$ cat config.mk
export PLATFORM = sky130hd
export DESIGN_NAME = lcd_ctrl_flat
export DESIGN_NICKNAME = d
export VERILOG_FILES = /design/src/rtl/lcd_ctrl_pkg.sv /design/src/rtl/lcd_ctrl_if.sv /design/src/rtl/lcd_nibble_wr.sv /design/src/rtl/lcd_ctrl.sv /design/src/flat_wrapper.sv
export SDC_FILE = /design/constraint.sdc
export NUM_CORES = 1
export LEC_CHECK = 0
export CAP_MARGIN = 20
export CORE_AREA = 2 2 93 95
export DETAILED_ROUTE_END_ITERATION = 7
export DIE_AREA = 0 0 95 97
export PLACE_DENSITY = 0.49
export SLEW_MARGIN = 25
export SYNTH_ARGS = -nofsm -noshare
export SYNTH_HDL_FRONTEND = slang
export SYNTH_HIERARCHICAL = 1
export SYNTH_SLANG_ARGS = --single-unit
$ cat constraint.sdc
create_clock -name CLK12 -period 2.6 [get_ports CLK12]
set_clock_uncertainty 0.1 [all_clocks]
set_input_delay 0.78 -clock CLK12 [delete_from_list [all_inputs] [get_ports CLK12]]
set_output_delay 0.78 -clock CLK12 [all_outputs]
set_load 0.01 [all_outputs]
$ cat src/rtl/lcd_ctrl_pkg.sv
// lcd_ctrl_pkg: shared types and constants for the character LCD sequencer.
//   state_e      top FSM state encoding
//   byte_ph_e    sub-phase inside INIT_WAIT / BYTE
//   wait_sel_e   which delay follows an init nibble
//   INIT_NIBS    power-on nibble list, INIT_BYTES init byte ROM (index 0 first)
package lcd_ctrl_pkg;
  typedef enum logic [2:0] {
    PWRUP, INIT_NIB, INIT_WAIT, INIT_BYTE, IDLE, BYTE, EXEC_WAIT
  } state_e;

  // PH_NIB1: a nibble is in flight; PH_WAIT: delay counter running;
  // PH_NIB2: low nibble of a byte in flight.
  typedef enum logic [1:0] {PH_NIB1, PH_WAIT, PH_NIB2} byte_ph_e;

  typedef enum logic [1:0] {W_INIT1, W_INIT2, W_CMD} wait_sel_e;

  localparam logic [7:0] CLEAR = 8'h01;
  localparam logic [7:0] HOME  = 8'h02;

  localparam logic [3:0][3:0] INIT_NIBS  = {4'h2, 4'h3, 4'h3, 4'h3};
  localparam logic [3:0][7:0] INIT_BYTES = {8'h01, 8'h0C, 8'h06, 8'h28};

  function automatic wait_sel_e init_wait_sel(input logic [1:0] idx);
    case (idx)
      2'd0:    return W_INIT1;
      2'd1:    return W_INIT2;
      default: return W_CMD;
    endcase
  endfunction
endpackage

$ cat src/rtl/lcd_ctrl_if.sv
// lcd_ctrl_if: byte write request handshake from the UI to the LCD sequencer.
//   valid  request present        (master -> slave)
//   ready  byte can be accepted   (slave -> master)
//   rs     0 = command, 1 = data  (master -> slave)
//   data   byte to write          (master -> slave)
interface lcd_ctrl_if;
  logic       valid;
  logic       ready;
  logic       rs;
  logic [7:0] data;

  modport master (output valid, rs, data, input ready);
  modport slave  (input valid, rs, data, output ready);
endinterface

$ cat src/rtl/lcd_nibble_wr.sv
// lcd_nibble_wr: writes one nibble to the LCD pins.
//   CLK12/rst_n   clock, async active-low reset
//   start         load nib/rs; this cycle's edge begins the setup cycle
//   nib, rs       nibble and register select to drive
//   done          high during the hold cycle (last cycle of the nibble)
//   LCD_E/LCD_RS/SF_D  LCD pins; RS/D are held until the next start
// Timeline from the setup cycle: 0 setup (E=0), 1..E_HIGH_CYC E=1, then hold.
module lcd_nibble_wr #(
  parameter int E_HIGH_CYC = 4
) (
  input  logic       CLK12,
  input  logic       rst_n,
  input  logic       start,
  input  logic [3:0] nib,
  input  logic       rs,
  output logic       done,
  output logic       LCD_E,
  output logic       LCD_RS,
  output logic [3:0] SF_D
);
  localparam int PW = $clog2(E_HIGH_CYC + 2);

  logic          busy;
  logic [PW-1:0] ph;

  assign done = busy && (ph == PW'(E_HIGH_CYC + 1));

  always_ff @(posedge CLK12 or negedge rst_n) begin
    if (!rst_n) begin
      busy   <= 1'b0;
      ph     <= '0;
      LCD_E  <= 1'b0;
      LCD_RS <= 1'b0;
      SF_D   <= '0;
    end else if (start) begin
      busy   <= 1'b1;
      ph     <= '0;
      LCD_E  <= 1'b0;
      SF_D   <= nib;
      LCD_RS <= rs;
    end else if (busy) begin
      // E for the next cycle: high while the next phase is 1..E_HIGH_CYC
      LCD_E <= (ph < PW'(E_HIGH_CYC));
      if (done) busy <= 1'b0;
      else      ph   <= ph + 1'b1;
    end
  end
endmodule

$ cat src/rtl/lcd_ctrl.sv
// lcd_ctrl: HD44780 4-bit LCD sequencer. Runs the power-on init, then
// writes bytes handed over the req handshake as two nibbles with all
// setup/hold/execution delays counted in CLK12 cycles.
//   CLK12, rst_n   clock, async active-low reset
//   req            slave side of lcd_ctrl_if (valid/ready/rs/data)
//   init_done      init sequence complete, sticky until reset
//   LCD_RS, LCD_E, SF_D  LCD pins (RW is tied low elsewhere)
module lcd_ctrl
  import lcd_ctrl_pkg::*;
#(
  parameter int PWRUP_CYC   = 240000,
  parameter int INIT1_CYC   = 50000,
  parameter int INIT2_CYC   = 1200,
  parameter int E_HIGH_CYC  = 4,
  parameter int NIB_GAP_CYC = 12,
  parameter int CMD_CYC     = 480,
  parameter int CLR_CYC     = 19800,
  parameter int CNT_W       = 18
) (
  input  logic       CLK12,
  input  logic       rst_n,
  lcd_ctrl_if.slave  req,
  output logic       init_done,
  output logic       LCD_RS,
  output logic       LCD_E,
  output logic [3:0] SF_D
);
  state_e           state, state_n;
  byte_ph_e         ph, ph_n;
  logic [CNT_W-1:0] dly, dly_n;
  logic [1:0]       idx, idx_n;
  logic             armed, armed_n;
  logic             rs_q, rs_n;
  logic [7:0]       data_q, data_n;
  logic             ready_q;
  logic             accept, long_exec;
  logic             nib_start, nib_rs, nib_done;
  logic [3:0]       nib_val;

  assign req.ready = ready_q;
  assign accept    = req.valid && ready_q;
  assign long_exec = !rs_q && (data_q == CLEAR || data_q == HOME);

  function automatic logic [CNT_W-1:0] init_wait_cyc(input logic [1:0] i);
    case (init_wait_sel(i))
      W_INIT1: return CNT_W'(INIT1_CYC - 1);
      W_INIT2: return CNT_W'(INIT2_CYC - 1);
      default: return CNT_W'(CMD_CYC - 1);
    endcase
  endfunction

  always_ff @(posedge CLK12 or negedge rst_n) begin
    if (!rst_n) begin
      state     <= PWRUP;
      ph        <= PH_NIB1;
      dly       <= '0;
      idx       <= '0;
      armed     <= 1'b0;
      rs_q      <= 1'b0;
      data_q    <= '0;
      ready_q   <= 1'b0;
      init_done <= 1'b0;
    end else begin
      state     <= state_n;
      ph        <= ph_n;
      dly       <= dly_n;
      idx       <= idx_n;
      armed     <= armed_n;
      rs_q      <= rs_n;
      data_q    <= data_n;
      ready_q   <= (state_n == IDLE);
      init_done <= init_done || (state_n == IDLE);
    end
  end

  always_comb begin
    state_n = state;
    ph_n    = ph;
    idx_n   = idx;
    armed_n = armed;
    rs_n    = rs_q;
    data_n  = data_q;
    dly_n   = (dly != '0) ? dly - 1'b1 : '0;
    case (state)
      // counter resets to 0, so the first cycle arms it; total is PWRUP_CYC
      PWRUP:
        if (!armed) begin
          armed_n = 1'b1;
          dly_n   = CNT_W'(PWRUP_CYC - 2);
        end else if (dly == '0) begin
          state_n = INIT_NIB;
          idx_n   = '0;
        end
      INIT_NIB: begin
        state_n = INIT_WAIT;
        ph_n    = PH_NIB1;
      end
      INIT_WAIT:
        if (ph == PH_NIB1) begin
          if (nib_done) begin
            ph_n  = PH_WAIT;
            dly_n = init_wait_cyc(idx);
          end
        end else if (dly == '0) begin
          idx_n   = idx + 2'd1;  // wraps to 0 for the byte ROM
          state_n = (idx == 2'd3) ? INIT_BYTE : INIT_NIB;
        end
      INIT_BYTE: begin
        rs_n    = 1'b0;
        data_n  = INIT_BYTES[idx];
        state_n = BYTE;
        ph_n    = PH_NIB1;
      end
      IDLE:
        if (accept) begin
          rs_n    = req.rs;
          data_n  = req.data;
          state_n = BYTE;
          ph_n    = PH_NIB1;
        end
      BYTE:
        case (ph)
          PH_NIB1:
            if (nib_done) begin
              ph_n  = PH_WAIT;
              dly_n = CNT_W'(NIB_GAP_CYC - 1);
            end
          PH_WAIT: if (dly == '0) ph_n = PH_NIB2;
          default:
            if (nib_done) begin
              state_n = EXEC_WAIT;
              dly_n   = long_exec ? CNT_W'(CLR_CYC - 1) : CNT_W'(CMD_CYC - 1);
            end
        endcase
      EXEC_WAIT:
        if (dly == '0) begin
          if (init_done || idx == 2'd3) begin
            state_n = IDLE;
          end else begin
            idx_n   = idx + 2'd1;
            state_n = INIT_BYTE;
          end
        end
      default: state_n = PWRUP;
    endcase
  end

  // Nibble launches; the high nibble of a user byte starts on the accept edge
  always_comb begin
    nib_start = 1'b0;
    nib_val   = '0;
    nib_rs    = 1'b0;
    case (state)
      INIT_NIB: begin
        nib_start = 1'b1;
        nib_val   = INIT_NIBS[idx];
      end
      INIT_BYTE: begin
        nib_start = 1'b1;
        nib_val   = INIT_BYTES[idx][7:4];
      end
      IDLE:
        if (accept) begin
          nib_start = 1'b1;
          nib_val   = req.data[7:4];
          nib_rs    = req.rs;
        end
      BYTE:
        if (ph == PH_WAIT && dly == '0) begin
          nib_start = 1'b1;
          nib_val   = data_q[3:0];
          nib_rs    = rs_q;
        end
      default: ;
    endcase
  end

  lcd_nibble_wr #(.E_HIGH_CYC(E_HIGH_CYC)) u_nib (
    .CLK12  (CLK12),
    .rst_n  (rst_n),
    .start  (nib_start),
    .nib    (nib_val),
    .rs     (nib_rs),
    .done   (nib_done),
    .LCD_E  (LCD_E),
    .LCD_RS (LCD_RS),
    .SF_D   (SF_D)
  );
endmodule

$ cat src/flat_wrapper.sv
// flat-port wrapper written by rule: the top's interface ports become plain ports
module lcd_ctrl_flat import lcd_ctrl_pkg::*;
#(
  parameter int PWRUP_CYC   = 240000,
  parameter int INIT1_CYC   = 50000,
  parameter int INIT2_CYC   = 1200,
  parameter int E_HIGH_CYC  = 4,
  parameter int NIB_GAP_CYC = 12,
  parameter int CMD_CYC     = 480,
  parameter int CLR_CYC     = 19800,
  parameter int CNT_W       = 18
)
  (CLK12, rst_n, init_done, LCD_RS, LCD_E, SF_D, req_valid, req_rs, req_data, req_ready);
  lcd_ctrl_if req_i ();
  input  logic CLK12;
  input  logic rst_n;
  output logic init_done;
  output logic LCD_RS;
  output logic LCD_E;
  output logic [3:0] SF_D;
  input wire logic [$bits(req_i.valid)-1:0] req_valid;
  input wire logic [$bits(req_i.rs)-1:0] req_rs;
  input wire logic [$bits(req_i.data)-1:0] req_data;
  output wire logic [$bits(req_i.ready)-1:0] req_ready;
  assign req_i.valid = req_valid;
  assign req_i.rs = req_rs;
  assign req_i.data = req_data;
  assign req_ready = req_i.ready;
  lcd_ctrl #(.PWRUP_CYC(PWRUP_CYC), .INIT1_CYC(INIT1_CYC), .INIT2_CYC(INIT2_CYC), .E_HIGH_CYC(E_HIGH_CYC), .NIB_GAP_CYC(NIB_GAP_CYC), .CMD_CYC(CMD_CYC), .CLR_CYC(CLR_CYC), .CNT_W(CNT_W)) u_core (.CLK12(CLK12), .rst_n(rst_n), .req(req_i), .init_done(init_done), .LCD_RS(LCD_RS), .LCD_E(LCD_E), .SF_D(SF_D));
endmodule
# Word level (Yosys, flattened, before mapping)
# Cells that the tools add are included.
classes:
  mul: 0
  n_div: 0
  reduce_logical: 24
  n_lt_le_gt_ge: 2
  n_shift: 0
  mux: 63
  eq_ne: 25
  add_sub_neg: 3
  n_bitwise: 0
op_table:
  columns: ["operator", "n"]
  rows:
  - ["$mux 18", 6]
  - ["$pmux 18 s3", 1]
  - ["$mux 3", 12]
  - ["$pmux 18 s2", 1]
  - ["$pmux 16 s2", 1]
  - ["$mux 2", 14]
  - ["$pmux 3 s7", 1]
  - ["$logic_not 18->1", 1]
  - ["$reduce_bool 18->1", 1]
  - ["$sub 18x1->18 const B", 1]
  - ["$bmux 8 s2", 1]
  - ["$mux 8", 2]
  - ["$pmux 4 s4", 1]
  - ["$pmux 8 s2", 1]
  - ["$eq 3x3->1 const B", 5]
  - ["$mux 15", 1]
  - ["$ne 2x1->1 const B", 7]
  - ["$mux 4", 3]
  - ["$mux 1", 10]
  - ["$bmux 4 s2", 1]
  - ["$eq 8x1->1 const B", 1]
  - ["$eq 8x2->1 const B", 1]
  - ["$pmux 2 s2", 2]
  - ["$pmux 2 s4", 1]
  - ["26 further kinds", 41]
totals:
  latchBits: 0
  n_memories: 0
  register_bits: 47
  elab_cells: 131
  mem_bits_rw: 0
  romBits: 0

# Longest topological paths before layout
# Gate-level depths: netlist of run 1.
depth:
  word_depth: 10
  mapped_depth: 9
  depth_no_buf: 8

# By module
# Netlist of run 1, hierarchy kept.
modules_own_cells:
  columns: ["module", "seq_area_each_um2", "cells_per_inst", "area_per_inst_um2", "n_inst"]
  rows:
  - ["lcd_ctrl", 925.9, 271, 2343.5, 1]
  - ["lcd_nibble_wr", 250.2, 34, 466.7, 1]

# Worst setup path before layout of run 1
# OpenSTA, ideal clock, no wires.
synth_path:
  kind: "register -> register"
  from: "reg u_core.dly[13]"
  to: "reg u_core.u_nib.LCD_RS"
  setup_ns: 0.127
  setup_slack_ns: -0.064
  path_buffers: 2
  t_arrival_ns: 2.436
  synth_period_minus_slack_ns: 2.664
  path_stages_with_launch: 8
  required_ns: 2.373
  cell_sequence: "dfrtp_1 or2_1 clkbuf_1 or4_4 nor4_1 or3_1 buf_4 mux2_1"
synth_between:
  elab_chain_cells: 4
  elab_cells_between_ends: 6
  classes_between: "mux: 4; reduce/logical: 2"
synth_lines:
  columns: ["element", "line_no", "rtl"]
  rows:
  - ["from (decl)", "lcd_ctrl.sv:30", "logic [CNT_W-1:0] dly, dly_n;"]
  - ["from (signal assigned)", "lcd_ctrl.sv:66", "dly <= dly_n;"]
  - ["$logic_not 18->1", "lcd_ctrl.sv:169", "if (ph == PH_WAIT && dly == '0) begin"]
  - ["$logic_and 1x1->1", "lcd_ctrl.sv:169", null]
  - ["$mux 1", "lcd_ctrl.sv:169", null]
  - ["$pmux 1 s3", "lcd_ctrl.sv:153", "case (state)"]
  - ["via u_core.nib_start", "lcd_ctrl.sv:37", "logic nib_start, nib_rs, nib_done;"]
  - ["to (signal assigned)", "lcd_nibble_wr.sv:40", "LCD_RS <= rs;"]
  - ["to (decl)", "lcd_nibble_wr.sv:18", "output logic LCD_RS,"]
# The timed path passes the listed nets, and every way through them passes these cells.
# A chain may end at the register's enable or synchronous reset.

# Final worst setup path of run 1
layout_path:
  from: "reg u_core.dly[13]"
  to: "reg u_core.idx[1]"
layout_between:
  elab_chain_cells: 3
  elab_cells_between_ends: 5
  classes_between: "eq/ne: 3; reduce/logical: 2"
layout_lines:
  columns: ["element", "line_no", "rtl"]
  rows:
  - ["$logic_not 18->1 *", "lcd_ctrl.sv:90, lcd_ctrl.sv:104, lcd_ctrl.sv:136", null]
  - ["$ne 2x1->1 (no line)", null, null]
  - ["$reduce_and 7->1 (no line) *", null, null]
  - ["to (signal assigned)", "lcd_ctrl.sv:67", "idx <= idx_n;"]
  - ["to (decl)", "lcd_ctrl.sv:31", "logic [1:0] idx, idx_n;"]
# Every way passes the cells marked *; elsewhere a longest branch is shown, timed or not.

==> metrics.txt, run 1 <==
Sink Count between 40 and 50; final net count between 300 and 400; # port buffers 19; post-CTS setup buffer count 0; number of flops mapped to enable cells by yosys 0; worst vdd ir 208.6 uV; die height around 97 um; register area share after synthesis roughly two fifths; largest net degree at the start of global routing 25; worst endpoint required time ~2.7 ns; DP Area about 3200 um^2; vias post-DR 2318; GP Congestion 0.8281; ys flop type dfrtp_1; #FFs+latches synth 47; Post-Syn Instances 305; leakage roughly 1.4 nW; post-DR vias/cell 5.268; Root Buffer clkbuf_8; n_diodes 0; # resized after CTS 0; Overall Power about 1.2 mW; std cell rows 33; met2 WL post-DR between 3000 and 4000 um; H-tree Lvls 2; die area between 9000 and 10000 um^2; Hold WS ~0.36 ns; GRT Total Usage 16.54%; share of cells above drive strength 1 13.73%; CTS Buf Count 5; clk buf depth 2; Max FO, Critical Path 3; core area approximately 8100 um^2; area delta synth->final 17.05%; pre-CTS WS 0.1005 ns; routed wl met3 234 um; CTS Hold Bufs 0; drt pass-1 iters 5; worst slew pin tran 0.5849 ns; Crit Reg-Reg Endpoint u_core/idx[1]$_DFFE_PN0P_; Synth cell types a little over 60; DR iter-0 viols 120; hpwl dp ~5200 um; top-area cell type share of the netlist area 41.85%; final setup TNS 0 ns; r2r startpoint u_core/dly[13]$_DFF_PN0_; WL per Instance 16.14 um; Tcrit/Tclk final 92.24%; nature of the critical path endpoint flop; synthesized net count 326; Synth warnings 6; Top Ports 20; Mapped Area 2810 um^2; startpoint types flop; Final setup viols 0; Worst Hold Class in -> async; die boundary width 95 um; vias in the first global route approximately 2.3k; Final Max Tran Viols 0; Synth area leaders dfrtp_1 (42%), nor2_1 (4.4%), ha_1 (4.0%); total congestion overflow 0; Register-to-Register Setup Slack between 0.2 and 0.25 ns; status finished, final reports clean; Mean Syn Cell Area 9.214 um^2; Pwr Density 370.7 nW/um^2; RSZ-0062 raised after global routing false; Initial Util roughly a third; final hold viol count 0; post-synth top area cell dfrtp_1; Post-Layout Inst Area 3289 um^2; asr flop ratio synth 100.0%; worst-case reg-to-reg path depth 5; Critical Path Start u_core/dly[13]$_DFF_PN0_; Setup Crit Path Kind reg -> reg; Met1 Routed Length 3591 um; maximum clock rate 417.0 MHz; Final min period 2.398 ns; Top Metal Used met4; CTS tree yes; post-layout util 40.44%; final std cells w/o fill 440; post-route ant nets 0; worst setup margin slightly above 0.2 ns; slew margin rel. between 60% and 70%; max cap viols 0; number of remaining DRC errors 0; Clk Latency, worst-skew pair 0.31 ns; clk slew on worst S/H paths approximately 0.09 ns; Data arrival, critical path between 2 and 3 ns; Inst Count DP 433; global-route wire length before repair 11830 um; Routed WL 7101 um; crit path to u_core/idx[1]$_DFFE_PN0P_; antenna violations before repair 0
power breakdown:
| group | total (mW) | switching [mW] | internal [mW] |
|---|---|---|---|
| registers | 0.730 | 0 | 0.730 |
| clock network | 0.454 | 0.269 | 0.185 |
| logic | 0.0348 | 0.0189 | 0.0159 |
cell usage after synthesis, types with 3 or more instances:
master,count
xor2_1,5
mux2_1,5
nand2_1,23
nor4_1,6
nor3_1,9
mux2i_1,4
dfrtp_1,47
xnor2_1,8
nand3b_1,3
nand2b_1,4
nor2b_1,5
a31oi_1,5
or3_1,4
a21oi_1,19
or2_2,6
ha_1,9
o21ai_0,20
a22o_1,8
nor2_1,33
clkbuf_1,11
nand3_1,9
inv_1,11
cell type report:
cell class	count	area, um^2
inverter	11	41.29
clock inverter	2	13.76
fill	816	4845
timing repair buffer	36	312.8
clock buffer	5	68.82
tap	105	131.4
sequential	47	1176
multi-input combinational	234	1545
cells by family after synthesis:
| logic type | count (synthesis) | synth area share, % |
|---|---|---|
| flops | 47 | 41.85 |
| compound gates | 75 | 17.45 |
| mux | 13 | 5.298 |
| buf+inv | 24 | 3.384 |
| xor+xnor | 13 | 4.052 |
| simple gates | 124 | 23.95 |
| fa+ha+maj | 9 | 4.007 |
registers in the layout (all words and copies together), names as in the netlist, 2 cells and up:
register / count
u_core/data_q: 8
u_core/u_nib/ph: 3
u_core/u_nib/SF_D: 4
u_core/ph: 2
u_core/state: 3
u_core/idx: 2
u_core/dly: 18
per-layer routing:
layer | vias to the layer above | global-route usage, %
li1 | 1147 | -
met1 | 1115 | 23.94
met2 | 48 | 25.31
met3 | 8 | 2.960
met4 | 0 | 4.459
met5 | - | 0
worst min path at each step:
stage | from | to | depth (start not counted)
floorplan | u_core/data_q[5]$_DFFE_PN0P_ | u_core/data_q[5]$_DFFE_PN0P_ | 2
global placement | u_core/data_q[5]$_DFFE_PN0P_ | u_core/data_q[5]$_DFFE_PN0P_ | 2
detailed placement | u_core/u_nib/SF_D[2]$_DFFE_PN0P_ | u_core/u_nib/SF_D[2]$_DFFE_PN0P_ | 1
CTS | rst_n | u_core/dly[12]$_DFF_PN0_ | 1
global route | rst_n | u_core/dly[11]$_DFF_PN0_ | 1
finish | rst_n | u_core/dly[12]$_DFF_PN0_ | 1
worst max-delay path, stage by stage, from the launching register on:
cell,delay (ns)
dfrtp_1,0.41
or2_1,0.26
or4_4,0.44
or3_1,0.47
nor3_4,0.25
mux2_2,0.36
layout by cell type (no fill, tap or decap), drive strengths merged, types with 7 or more instances in the layout:
master,instances
a21oi,19
nand3,9
a22o,8
nor3,11
dfrtp,47
inv,11
nor4,7
o21ai,20
or2,8
ha,9
xnor2,8
buf,18
mux2,9
nand2,23
clkdlybuf4s50,18
nor2,33
Note: power is estimated with default switching activity, not from simulation.
==> inputs of run 2 (changes only) <==
--- a/config.mk
+++ b/config.mk
@@ -9,6 +9,7 @@
 export CORE_AREA = 2 2 93 95
 export DETAILED_ROUTE_END_ITERATION = 7
 export DIE_AREA = 0 0 95 97
+export GPL_ROUTABILITY_DRIVEN = 0
 export PLACE_DENSITY = 0.49
 export SLEW_MARGIN = 25
 export SYNTH_ARGS = -nofsm -noshare
==> results of run 2 <==
No change in the layout: final DEF, timing and power equal those of run 1.
==> inputs of run 3 (changes only) <==
--- a/config.mk
+++ b/config.mk
@@ -10,6 +10,7 @@
 export DETAILED_ROUTE_END_ITERATION = 7
 export DIE_AREA = 0 0 95 97
 export GPL_ROUTABILITY_DRIVEN = 0
+export MAX_ROUTING_LAYER = met4
 export PLACE_DENSITY = 0.49
 export SLEW_MARGIN = 25
 export SYNTH_ARGS = -nofsm -noshare
==> metrics.txt, run 3 (synthesis results as in run 1) <==
worst endpoint required time 2.70 ns (about the same); hpwl dp 5244 um (unchanged); final hold viol count 0 (unchanged); antenna violations before repair 0 (unchanged); largest net degree at the start of global routing 25 (unchanged); max reg flops 18 (unchanged); share of cells above drive strength 1 13.73% (unchanged); n_diodes 0 (unchanged); Inst Count DP 433 (unchanged); post-DR vias/cell 5.268 (unchanged); Top Ports 20 (unchanged); area delta synth->final 17.05% (unchanged); status finished, final reports clean; Worst Hold Class in -> async; final std cells w/o fill 440 (unchanged); crit path cell chain or2_1, or4_4, or3_1, nor3_4, mux2_2; leakage 1.396 nW (unchanged); worst slew pin tran 0.5841 ns (-0.0007529 ns); Final Max Tran Viols 0 (unchanged); CP max-delay cell or3_1; most frequent cells in the layout dfrtp_1 (47), nor2_1 (33), nand2_1 (23); slew margin rel. 61.06% (about the same); most common cell after layout, fill and taps aside dfrtp_1; number of remaining DRC errors 0 (unchanged); Root Buffer clkbuf_8; clk buf depth 2 (unchanged); DR iter-0 viols 124 (+3.3%); nature of the critical path endpoint flop; worst-case reg-to-reg path depth 5 (unchanged); Sink Count 47 (unchanged); vias in the first global route 2322 (+0.17%); H-tree Lvls 2 (unchanged); WL per Instance 16.10 um (-0.25%); final setup TNS 0 ns (unchanged); Worst Path Buf+Inv 0 (unchanged); Final setup viols 0 (unchanged); post-route ant nets 0 (unchanged); core area 8134 um^2 (unchanged); RSZ-0062 raised after global routing false; CTS Buf Count 5 (unchanged); die height 97 um (unchanged); GRT Total Usage 16.98% (+0.44 points); # port buffers 19 (unchanged); top flop regs u_core/dly x18, u_core/data_q x8, u_core/u_nib/SF_D x4; post-CTS setup buffer count 0 (unchanged); CTS tree yes; Data arrival, critical path 2.49 ns (about the same); std cell rows 33 (unchanged); maximum clock rate 417.0 MHz (about the same); global-route wire length before repair 11820 um (about the same); critical path depth 5 (unchanged); Max stage delay on crit path 0.47 ns (about the same); drt pass-1 iters 4 (-1); startpoint types flop; Crit Reg-Reg Endpoint u_core/idx[1]$_DFFE_PN0P_; worst vdd ir 208.7 uV (about the same); Max FO, Critical Path 3 (unchanged); r2r startpoint u_core/dly[13]$_DFF_PN0_; die boundary width 95 um (unchanged); final net count 356 (unchanged); vias post-DR 2318 (unchanged); Reg with most FFs u_core/dly; # resized after CTS 0 (unchanged); Pwr Density 370.3 nW/um^2 (-0.11%); Worst path top cell family by delay simple AND/OR/NAND/NOR gates; Final min period 2.398 ns (-0.0004270 ns); Register-to-Register Setup Slack 0.20 ns (about the same); Setup Crit Path Kind reg -> reg; clk slew on worst S/H paths 0.10 ns (about the same); CTS Hold Bufs 0 (unchanged); Tcrit/Tclk final 92.23% (about the same); die area 9215 um^2 (unchanged); max cap viols 0 (unchanged); total congestion overflow 0 (unchanged); Clk Latency, worst-skew pair 0.30 ns (about the same); Routed WL 7083 um (-0.25%); Initial Util 34.55% (unchanged)
-- run 3: power breakdown --
group / switching [mW] / leakage [nW] / total [mW] / internal [mW]
combinational: 0.0188 / 0.767 / 0.0347 / 0.0159
sequential: 0 / 0.584 / 0.730 / 0.730
clock: 0.268 / 0.0440 / 0.453 / 0.185
-- run 3: how the worst max path moves through the flow --
stage,slack [ns],endpoint,start
2_1_floorplan,0.10,u_core/u_nib/LCD_RS$_DFFE_PN0P_,u_core/dly[13]$_DFF_PN0_
3_3_place_gp,0.09,u_core/u_nib/LCD_RS$_DFFE_PN0P_,req_valid
3_5_place_dp,0.10,u_core/u_nib/LCD_RS$_DFFE_PN0P_,req_valid
4_1_cts,0.20,u_core/idx[1]$_DFFE_PN0P_,u_core/dly[13]$_DFF_PN0_
5_1_grt,0.10,u_core/u_nib/LCD_RS$_DFFE_PN0P_,u_core/dly[4]$_DFF_PN0_
6_report,0.20,u_core/idx[1]$_DFFE_PN0P_,u_core/dly[13]$_DFF_PN0_
-- run 3: metal layers --
| layer | vias to the layer above | track usage (%) | share of wire, % |
|---|---|---|---|
| li1 | 1146 | - | - |
| met1 | 1116 | 23.94 | 51 |
| met2 | 50 | 25.31 | 46 |
| met3 | 6 | 2.882 | 2.9 |
| met4 | 0 | 4.459 | 0.96 |
| met5 | - | - | 0 |
-- run 3: worst register-to-register path: stages (launching register included) --
cell,delay (ns)
dfrtp_1,0.41
or2_1,0.26
or4_4,0.44
or3_1,0.47
nor3_4,0.26
mux2_2,0.36
-- run 3: area by class of cell --
cell class,count,area [um^2]
Inverter,11,41.29
Fill cell,816,4845
Sequential cell,47,1176
Clock buffer,5,68.82
Timing Repair Buffer,36,312.8
Tap cell,105,131.4
Clock inverter,2,13.76
Multi-Input combinational cell,234,1545
-- run 3: stage by stage --
step / util [%] / setup slack (ns) / hold slack (ns) / cell area (um^2) / power [mW]
finish: 40.44 / 0.2021 / 0.3582 / 3289 / 1.218
global route: 40.44 / 0.1003 / 0.3890 / 3289 / 1.275
CTS: 40.44 / 0.2003 / 0.3742 / 3289 / 1.235
detailed placement: 39.42 / 0.1005 / 0.3754 / 3207 / 0.7815
global placement: 39.42 / 0.09092 / 0.3722 / 3207 / 0.7818
floorplan: - / 0.1035 / 0.3508 / 2816 / 0.7453
